[src/rtl/instr_encoder_stream.sv]
// -----------------------------------------------------------------------------
// instr_encoder_stream
//
// Packs opcode/register/funct/immediate field bundles into 32-bit RV32I
// instruction words. This is the inverse of the pipeline's field parser and
// feeds instruction memory on the self-test and program-loader path.
//
// Each accepted bundle is encoded combinationally by format (R/I/S/B/U/J).
// The word is stored in a small FIFO together with a sequential byte address
// tag for memory write-back. A reserved format code produces a NOP (addi x0,x0,0).
//
// Optional feature macro: INSTR_ENC_RANGE_CHECK_EN
//   When defined, every push checks that the immediate fits the chosen format.
//   A violation sets a sticky Err flag that clears only on reset. The word is
//   still encoded (truncated) and pushed.
//   When undefined, Err is tied low and no check logic exists.
// -----------------------------------------------------------------------------
module instr_encoder_stream #(
  parameter int          DEPTH     = 4,   // FIFO entries, power of two, 2..16
  parameter int          ADDR_W    = 12,  // width of the byte address tag
  parameter int unsigned BASE_ADDR = 0    // first address after reset, 4-aligned
) (
  input  logic                       clk,
  input  logic                       reset_n,
  input  logic                       In_Valid,
  output logic                       In_Ready,
  input  logic [2:0]                 Fmt,
  input  logic [6:0]                 Opcode,
  input  logic [4:0]                 RD,
  input  logic [2:0]                 Funct3,
  input  logic [4:0]                 RS1,
  input  logic [4:0]                 RS2,
  input  logic [6:0]                 Funct7,
  input  logic [31:0]                Imm,
  output logic                       Out_Valid,
  input  logic                       Out_Ready,
  output logic [31:0]                Instruction,
  output logic [ADDR_W-1:0]          Addr,
  output logic [$clog2(DEPTH):0]     Level,
  output logic                       Err
);

  localparam int PTR_W = $clog2(DEPTH);
  localparam int LVL_W = PTR_W + 1;

  localparam logic [LVL_W-1:0]  FULL_LEVEL = LVL_W'(DEPTH);
  localparam logic [ADDR_W-1:0] BASE_TAG   = ADDR_W'(BASE_ADDR);
  localparam logic [ADDR_W-1:0] ADDR_STEP  = ADDR_W'(4);
  localparam logic [PTR_W-1:0]  PTR_ONE    = PTR_W'(1);
  localparam logic [LVL_W-1:0]  LVL_ONE    = LVL_W'(1);

  // Format codes carried on Fmt; 6 and 7 are reserved.
  localparam logic [2:0] FMT_R = 3'd0;
  localparam logic [2:0] FMT_I = 3'd1;
  localparam logic [2:0] FMT_S = 3'd2;
  localparam logic [2:0] FMT_B = 3'd3;
  localparam logic [2:0] FMT_U = 3'd4;
  localparam logic [2:0] FMT_J = 3'd5;

  localparam logic [31:0] NOP_WORD = 32'h0000_0013;

  // ---------------------------------------------------------------------------
  // State
  // ---------------------------------------------------------------------------
  logic [31:0]       wordMem_q [DEPTH];
  logic [ADDR_W-1:0] addrMem_q [DEPTH];

  logic [PTR_W-1:0]  wrPtr_q, wrPtr_d;
  logic [PTR_W-1:0]  rdPtr_q, rdPtr_d;
  logic [LVL_W-1:0]  level_q, level_d;
  logic [ADDR_W-1:0] issueAddr_q, issueAddr_d;

  logic [31:0]       encWord;
  logic              push;
  logic              pop;
  logic              headValid;

  // ---------------------------------------------------------------------------
  // Handshake
  // ---------------------------------------------------------------------------
  // In_Ready comes from registered occupancy only, so a pop while full never
  // opens the input in the same cycle.
  assign headValid = (level_q != '0);
  assign In_Ready  = (level_q != FULL_LEVEL);
  assign Out_Valid = headValid;
  assign push      = In_Valid && In_Ready;
  assign pop       = headValid && Out_Ready;

  // ---------------------------------------------------------------------------
  // Field packing
  // ---------------------------------------------------------------------------
  // Per-format bit placement. Immediate bits outside a format simply drop out.
  always_comb begin
    encWord = NOP_WORD;
    case (Fmt)
      FMT_R: encWord = {Funct7, RS2, RS1, Funct3, RD, Opcode};
      FMT_I: encWord = {Imm[11:0], RS1, Funct3, RD, Opcode};
      FMT_S: encWord = {Imm[11:5], RS2, RS1, Funct3, Imm[4:0], Opcode};
      FMT_B: encWord = {Imm[12], Imm[10:5], RS2, RS1, Funct3,
                        Imm[4:1], Imm[11], Opcode};
      FMT_U: encWord = {Imm[31:12], RD, Opcode};
      FMT_J: encWord = {Imm[20], Imm[10:1], Imm[11], Imm[19:12], RD, Opcode};
      default: encWord = NOP_WORD;
    endcase
  end

  // ---------------------------------------------------------------------------
  // FIFO storage
  // ---------------------------------------------------------------------------
  // Word and address tag are captured together at push time. Stale entries
  // are never visible because the outputs are qualified by occupancy.
  always_ff @(posedge clk) begin
    if (push) begin
      wordMem_q[wrPtr_q] <= encWord;
      addrMem_q[wrPtr_q] <= issueAddr_q;
    end
  end

  // ---------------------------------------------------------------------------
  // Pointer, occupancy and address-counter next state
  // ---------------------------------------------------------------------------
  // Pointers wrap naturally because DEPTH is a power of two. The address tag
  // wraps modulo 2^ADDR_W.
  always_comb begin
    wrPtr_d     = wrPtr_q;
    rdPtr_d     = rdPtr_q;
    level_d     = level_q;
    issueAddr_d = issueAddr_q;

    if (push) begin
      wrPtr_d     = wrPtr_q + PTR_ONE;
      issueAddr_d = issueAddr_q + ADDR_STEP;
    end
    if (pop) begin
      rdPtr_d = rdPtr_q + PTR_ONE;
    end

    case ({push, pop})
      2'b10:   level_d = level_q + LVL_ONE;
      2'b01:   level_d = level_q - LVL_ONE;
      default: level_d = level_q;
    endcase
  end

  // Register the control state. Reset discards everything buffered.
  always_ff @(posedge clk or negedge reset_n) begin
    if (!reset_n) begin
      wrPtr_q     <= '0;
      rdPtr_q     <= '0;
      level_q     <= '0;
      issueAddr_q <= BASE_TAG;
    end else begin
      wrPtr_q     <= wrPtr_d;
      rdPtr_q     <= rdPtr_d;
      level_q     <= level_d;
      issueAddr_q <= issueAddr_d;
    end
  end

  // ---------------------------------------------------------------------------
  // Head outputs
  // ---------------------------------------------------------------------------
  // When empty, Instruction reads zero and Addr shows the next tag to be
  // issued. Right after reset that tag is BASE_ADDR.
  assign Instruction = headValid ? wordMem_q[rdPtr_q] : '0;
  assign Addr        = headValid ? addrMem_q[rdPtr_q] : issueAddr_q;
  assign Level       = level_q;

  // ---------------------------------------------------------------------------
  // Immediate range checking
  // ---------------------------------------------------------------------------
`ifdef INSTR_ENC_RANGE_CHECK_EN
  logic signed [31:0] immS;
  logic               rangeErr;
  logic               err_q, err_d;

  assign immS = $signed(Imm);

  // Decide whether the immediate can be represented by the selected format.
  always_comb begin
    rangeErr = 1'b0;
    case (Fmt)
      FMT_R:        rangeErr = 1'b0;
      FMT_I, FMT_S: rangeErr = (immS < -32'sd2048) || (immS > 32'sd2047);
      FMT_B:        rangeErr = (immS < -32'sd4096) || (immS > 32'sd4094) ||
                               Imm[0];
      FMT_J:        rangeErr = (immS < -32'sd1048576) ||
                               (immS > 32'sd1048574) || Imm[0];
      FMT_U:        rangeErr = (Imm[11:0] != 12'h000);
      default:      rangeErr = 1'b1;
    endcase
  end

  // The error flag accumulates across pushes and clears only on reset.
  always_comb begin
    err_d = err_q | (push & rangeErr);
  end

  // Register the sticky error flag.
  always_ff @(posedge clk or negedge reset_n) begin
    if (!reset_n) begin
      err_q <= 1'b0;
    end else begin
      err_q <= err_d;
    end
  end

  assign Err = err_q;
`else
  assign Err = 1'b0;
`endif

endmodule

[config.mk]
export PLATFORM = sky130hd
export DESIGN_NAME = instr_encoder_stream
export DESIGN_NICKNAME = d
export VERILOG_FILES = /design/src/rtl/instr_encoder_stream.sv
export SDC_FILE = /design/constraint.sdc
export NUM_CORES = 1
export LEC_CHECK = 0
export CAP_MARGIN = 20
export CORE_MARGIN = 3
export CORE_UTILIZATION = 54
export CTS_CLUSTER_SIZE = 40
export DETAILED_ROUTE_END_ITERATION = 12
export GPL_TIMING_DRIVEN = 0
export PLACE_DENSITY = 0.81
export SLEW_MARGIN = 30
export SYNTH_ARGS = -nofsm -noshare
export SYNTH_HDL_FRONTEND = slang
export SYNTH_SLANG_ARGS = --single-unit
[constraint.sdc]
create_clock -name clk -period 2.94 [get_ports clk]
set_clock_uncertainty 0.1 [all_clocks]
set_input_delay 0.588 -clock clk [delete_from_list [all_inputs] [get_ports clk]]
set_output_delay 0.588 -clock clk [all_outputs]
set_load 0.1 [all_outputs]
==> After elaboration in Yosys (flattened, before gate mapping) <==
Memory sizes are Yosys's and may differ from the RTL's.
Index checks and enable logic that the tools add are counted.
{ "classes": {"n_addsub": 5, "eq_ne": 8, "n_mux": 6, "n_reduce_logical": 5} }
{ "ops": {"columns": ["cell", "count"], "rows": [
  ["32-bit case mux with 6 select lines", 1],
  ["32-bit two-way mux", 1],
  ["12-bit by 3-bit adder with 12-bit output (second input constant)", 1],
  ["12-bit two-way mux", 1],
  ["3-bit by 2-bit == test with 1-bit output (second input constant)", 2],
  ["3-bit == test (second input constant)", 2],
  ["3-bit case mux with 2 select lines", 1],
  ["2-bit by 1-bit adder with 2-bit output (second input constant)", 2],
  ["3-bit by 1-bit adder with 3-bit output (second input constant)", 1],
  ["3-bit by 1-bit == test with 1-bit output (second input constant)", 1],
  ["3-bit logical NOT", 1],
  ["3-bit inequality test (second input constant)", 1],
  ["3-bit nonzero test", 1],
  ["3-bit by 1-bit subtractor with 3-bit output (second input constant)", 1],
  ["2-bit by 1-bit == test with 1-bit output (second input constant)", 1],
  ["2-bit == test (second input constant)", 1],
  ["1-bit logical AND", 2],
  ["1-bit two-way mux", 2],
  ["2-bit nonzero test", 1]
]} }
{ "totals": {"reg_bits": 19, "ram_bits": 176, "inputBits": 71, "output_inout_bits": 50, "wordCells": 30, "memories": 2} }
{ "mem_list": {"columns": ["memory", "words", "word_bits", "read_ports", "rd_clocked_by_memory_dff", "write_ports", "line", "source"], "rows": [
  ["wordMem_q", 4, 32, 1, 0, 1, "65", "logic [31:0] wordMem_q [DEPTH];"],
  ["addrMem_q", 4, 12, 1, 0, 1, "66", "logic [ADDR_W-1:0] addrMem_q [DEPTH];"]
]} }

==> Logic depth before layout (Yosys ltp) <==
{ "depth": {"depth_word": 4, "mapped_depth": 10, "depth_no_buf": 10} }

==> Worst setup path before layout <==
Ideal clock, no wire load.
{ "synth_timing": {"path_type": "reg-to-output", "start": "register level_q[0] (netlist: Level[0])", "end": "output Instruction[22]", "arrival_ns": 3.220, "required_time_ns": 2.252, "slack_ns": -0.968, "path_stages_with_launch": 5, "path_buffers": 2, "path_cell_list": "dfrtp_1 > or3_1 > buf_6 > clkbuf_1 > and2_1"} }
{ "synth_via": {"elab_chain_cells": 2} }
{ "synth_lines": {"columns": ["element", "line", "source"], "rows": [
  ["start: declaration", "70", "logic [LVL_W-1:0] level_q, level_d;"],
  ["start signal: assignment", "155", "level_q <= level_d;"],
  ["3-bit nonzero test", "83", "assign headValid = (level_q != '0);"],
  ["named net Out_Valid", "35", "output logic Out_Valid,"],
  ["32-bit two-way mux", "165", "assign Instruction = headValid ? wordMem_q[rdPtr_q] : '0;"],
  ["end: declaration", "37", "output logic [31:0] Instruction,"]
]} }
The timed path passes the listed nets, and every way through them passes these cells.

==> Worst setup path after layout <==
{ "layout_timing": {"start": "register level_q[0] (netlist: Level[0])", "end": "output Addr[7]"} }
{ "layout_via": {"elab_chain_cells": 2} }
{ "layout_lines": {"columns": ["element", "line", "source"], "rows": [
  ["3-bit nonzero test", "83", null],
  ["12-bit two-way mux", "166", "assign Addr = headValid ? addrMem_q[rdPtr_q] : issueAddr_q;"],
  ["end: declaration", "38", "output logic [ADDR_W-1:0] Addr,"]
]} }
Every way passes these cells.

==> out/results.tsv <==
metric	value	unit
n_fill_cell	910	
timing.final.crit_share	0.980	
clk_latency	0.42	ns
clockBufferDepth	2	
dpl.hpwl	10.3	mm
synth_top_flop_cell	edfxtp_1	
port_buffers	116	
grt-ovfl-total	0	
yosysTopAreaCellShare	0.637	
cts_setup_buffers	0	
yosysWarnings	0	
antenna_found_initial	0	
fin_tns_setup	0	ns
drc	0	
wl_per_cell	20.1	um
worstSetupPathType	reg2out	
ys_ff_latch	185	
grt_use_total	0.204	
fin_cells	768	
ys_types	37	
synthToLayoutAreaGrowth	23.0	%
timing.max_cap.violations	0	
hp-class	reg2reg	
die_w	127	um
grt_pass1_vias	4691	
crit_required	2.25	ns
synthCells	439	
rsz0062_at_grt	false	
clkSinkCount	185	
register_area	5470	sq um
synth_edf_count	168	
layout_min_cycle_time	2.88	ns
drive_gt1_frac	0.286	
crit_path_max_fanout	10	
cts_root_buffer	clkbuf_16	
dp.cells	737	
initial_core_util	0.562	
final_area	9740	sq um
synth_common_cells	edfxtp_1, mux4_2, and2_1, nand2_1, dfrtp_1	
max_freq	0.347	GHz
grt_pass1_wl	24.7	mm
max-slew-margin-rel	0.344	
startpoint_type	flop	
yosys.area.top_type	edfxtp_1	
crit_arrival	2.19	ns
setup_viol	0	
num-nets-final	654	
coreArea	14100	sq um
routabilityCongestion	0.874	
drt_first_pass_iters	5	
pin_count	121	
synth-seq-area-share	0.691	
dpl_cell_area	9350	sq um
hold_violations	0	
slew_violations	0	
syn_avg_cell_area	18.0	sq um
finalWirelength	15.5	mm
multi_input_comb_area	2250	sq um
async_flop_share	0.0919	
cts_htree_levels	4	
vias_per_cell	5.74	
cts_tree	done	
clkTransAtPathRegs	0.06	ns
ant_nets	0	
vias	4409	
die-area	16200	sq um
post_synth_main_area_contributors	edfxtp_1, mux4_2, dfrtp_1, and2_1, mux2_4	
worstMarginPinSlew	0.980	ns
cp-end-kind	output pin	
diodes	0	
rows	43	
yosysMostFrequentCell	edfxtp_1	
synth_area	7920	sq um
drt_iter0_markers	368	
holdBufCountCts	0	
die_y	127	um
grt_start_max_net_pins	43	
cts_buffers	17	
status	finished clean	
-- worst paths after layout --
kind                            slack, ns  cells past startpoint               to     start
worst max-delay path                 0.06                      5          Addr[7]  Level[0]
worst min-delay path                 0.39                      1         Level[2]  Level[2]
worst max register to register       0.44                     10         Level[2]  Level[0]
worst min register to register       0.39                      1         Level[2]  Level[2]
max in group asynchronous            1.70                      1         Level[0]   reset_n
min in group asynchronous            0.51                      1  issueAddr_q[11]   reset_n
-- state kept, by name, summed over array words and instances, names as in the netlist --
signal       flops
issueAddr_q     10
rdPtr_q          2
Level            3
wrPtr_q          2
addrMem_q       40
wordMem_q      128
-- cell usage in the layout (no fill, tap or decap), types with 3 or more instances in the layout --
master	instances
nand4_1	4
clkinvlp_4	4
o2bb2ai_1	4
nor3_1	5
buf_6	5
and2_2	9
clkbuf_8	3
mux4_2	42
clkbuf_2	5
conb_1	3
ha_1	6
o21ai_0	15
dfrtp_2	3
nand3_1	3
clkdlybuf4s50_1	72
clkbuf_4	7
xor2_1	9
buf_2	39
mux2_2	6
a22o_1	12
a22oi_1	4
mux2_4	8
buf_4	4
and3_4	4
mux2i_1	11
edfxtp_1	168
xnor2_1	6
and2_1	28
dfrtp_1	14
clkbuf_1	7
nand2_1	19
clkbuf_16	17
nand2b_1	3
inv_1	15
clkinv_4	3
-- stage by stage --
| stage | setup slack (ns) | hold slack, ns | util |
|---|---|---|---|
| finish | 0.0585 | 0.389 | 0.691 |
| global route | 0.00254 | 0.410 | 0.691 |
| CTS | -0.210 | 0.392 | 0.692 |
| detailed placement | -0.421 | 0.383 | 0.663 |
| global placement | -0.414 | 0.385 | 0.662 |
| floorplan | 0.0860 | 0.192 | - |
-- layout make-up --
cell class,instances,area share
Multi-Input combinational cell,214,0.231
Tap cell,180,0.0231
Clock buffer,21,0.0483
Buffer,26,0.0199
Sequential cell,185,0.562
Inverter,16,0.00616
Timing Repair Buffer,116,0.0994
Clock inverter,10,0.00989
-- cell families (layout without fill, tap and decap cells) --
family	after synthesis	count (layout)	synth area share
AO/OA/AOI/OAI	38	38	0.0333
other	1	3	0.000473
buffers and inverters	42	189	0.0295
multiplexers	67	67	0.157
adder cells (fa/ha/maj)	7	7	0.0120
XOR/XNOR	15	15	0.0166
AND/OR/NAND/NOR	84	84	0.0603
flip-flops	185	185	0.691
-- layer usage --
layer	GRT usage	wire length (um)	part of all wire	vias to the layer above
met2	0.339	7960	0.52	175
met1	0.252	6180	0.40	2211
met5	0	0	0	-
li1	-	-	-	1985
met3	0.0543	866	0.056	38
met4	0.0959	445	0.029	0
-- critical path: stages, from the launching register on --
cell and delay [ns]:
dfrtp_2 0.45, or3_1 0.40, buf_6 0.16, buf_12 0.15, mux2_4 0.19, buf_2 0.41
-- what timing repair did --
| item | 4_1_cts | 5_1_grt |
|---|---|---|
| endpoints found under the setup margin | 44 | 37 |
| gates cloned | 0 | 0 |
| pin swaps | 0 | 0 |
| resized for setup | 204 | 28 |
Power is left out: the tool's default activity adds up to more than one toggle a clock period on the data nets, which glitch-free logic cannot reach.
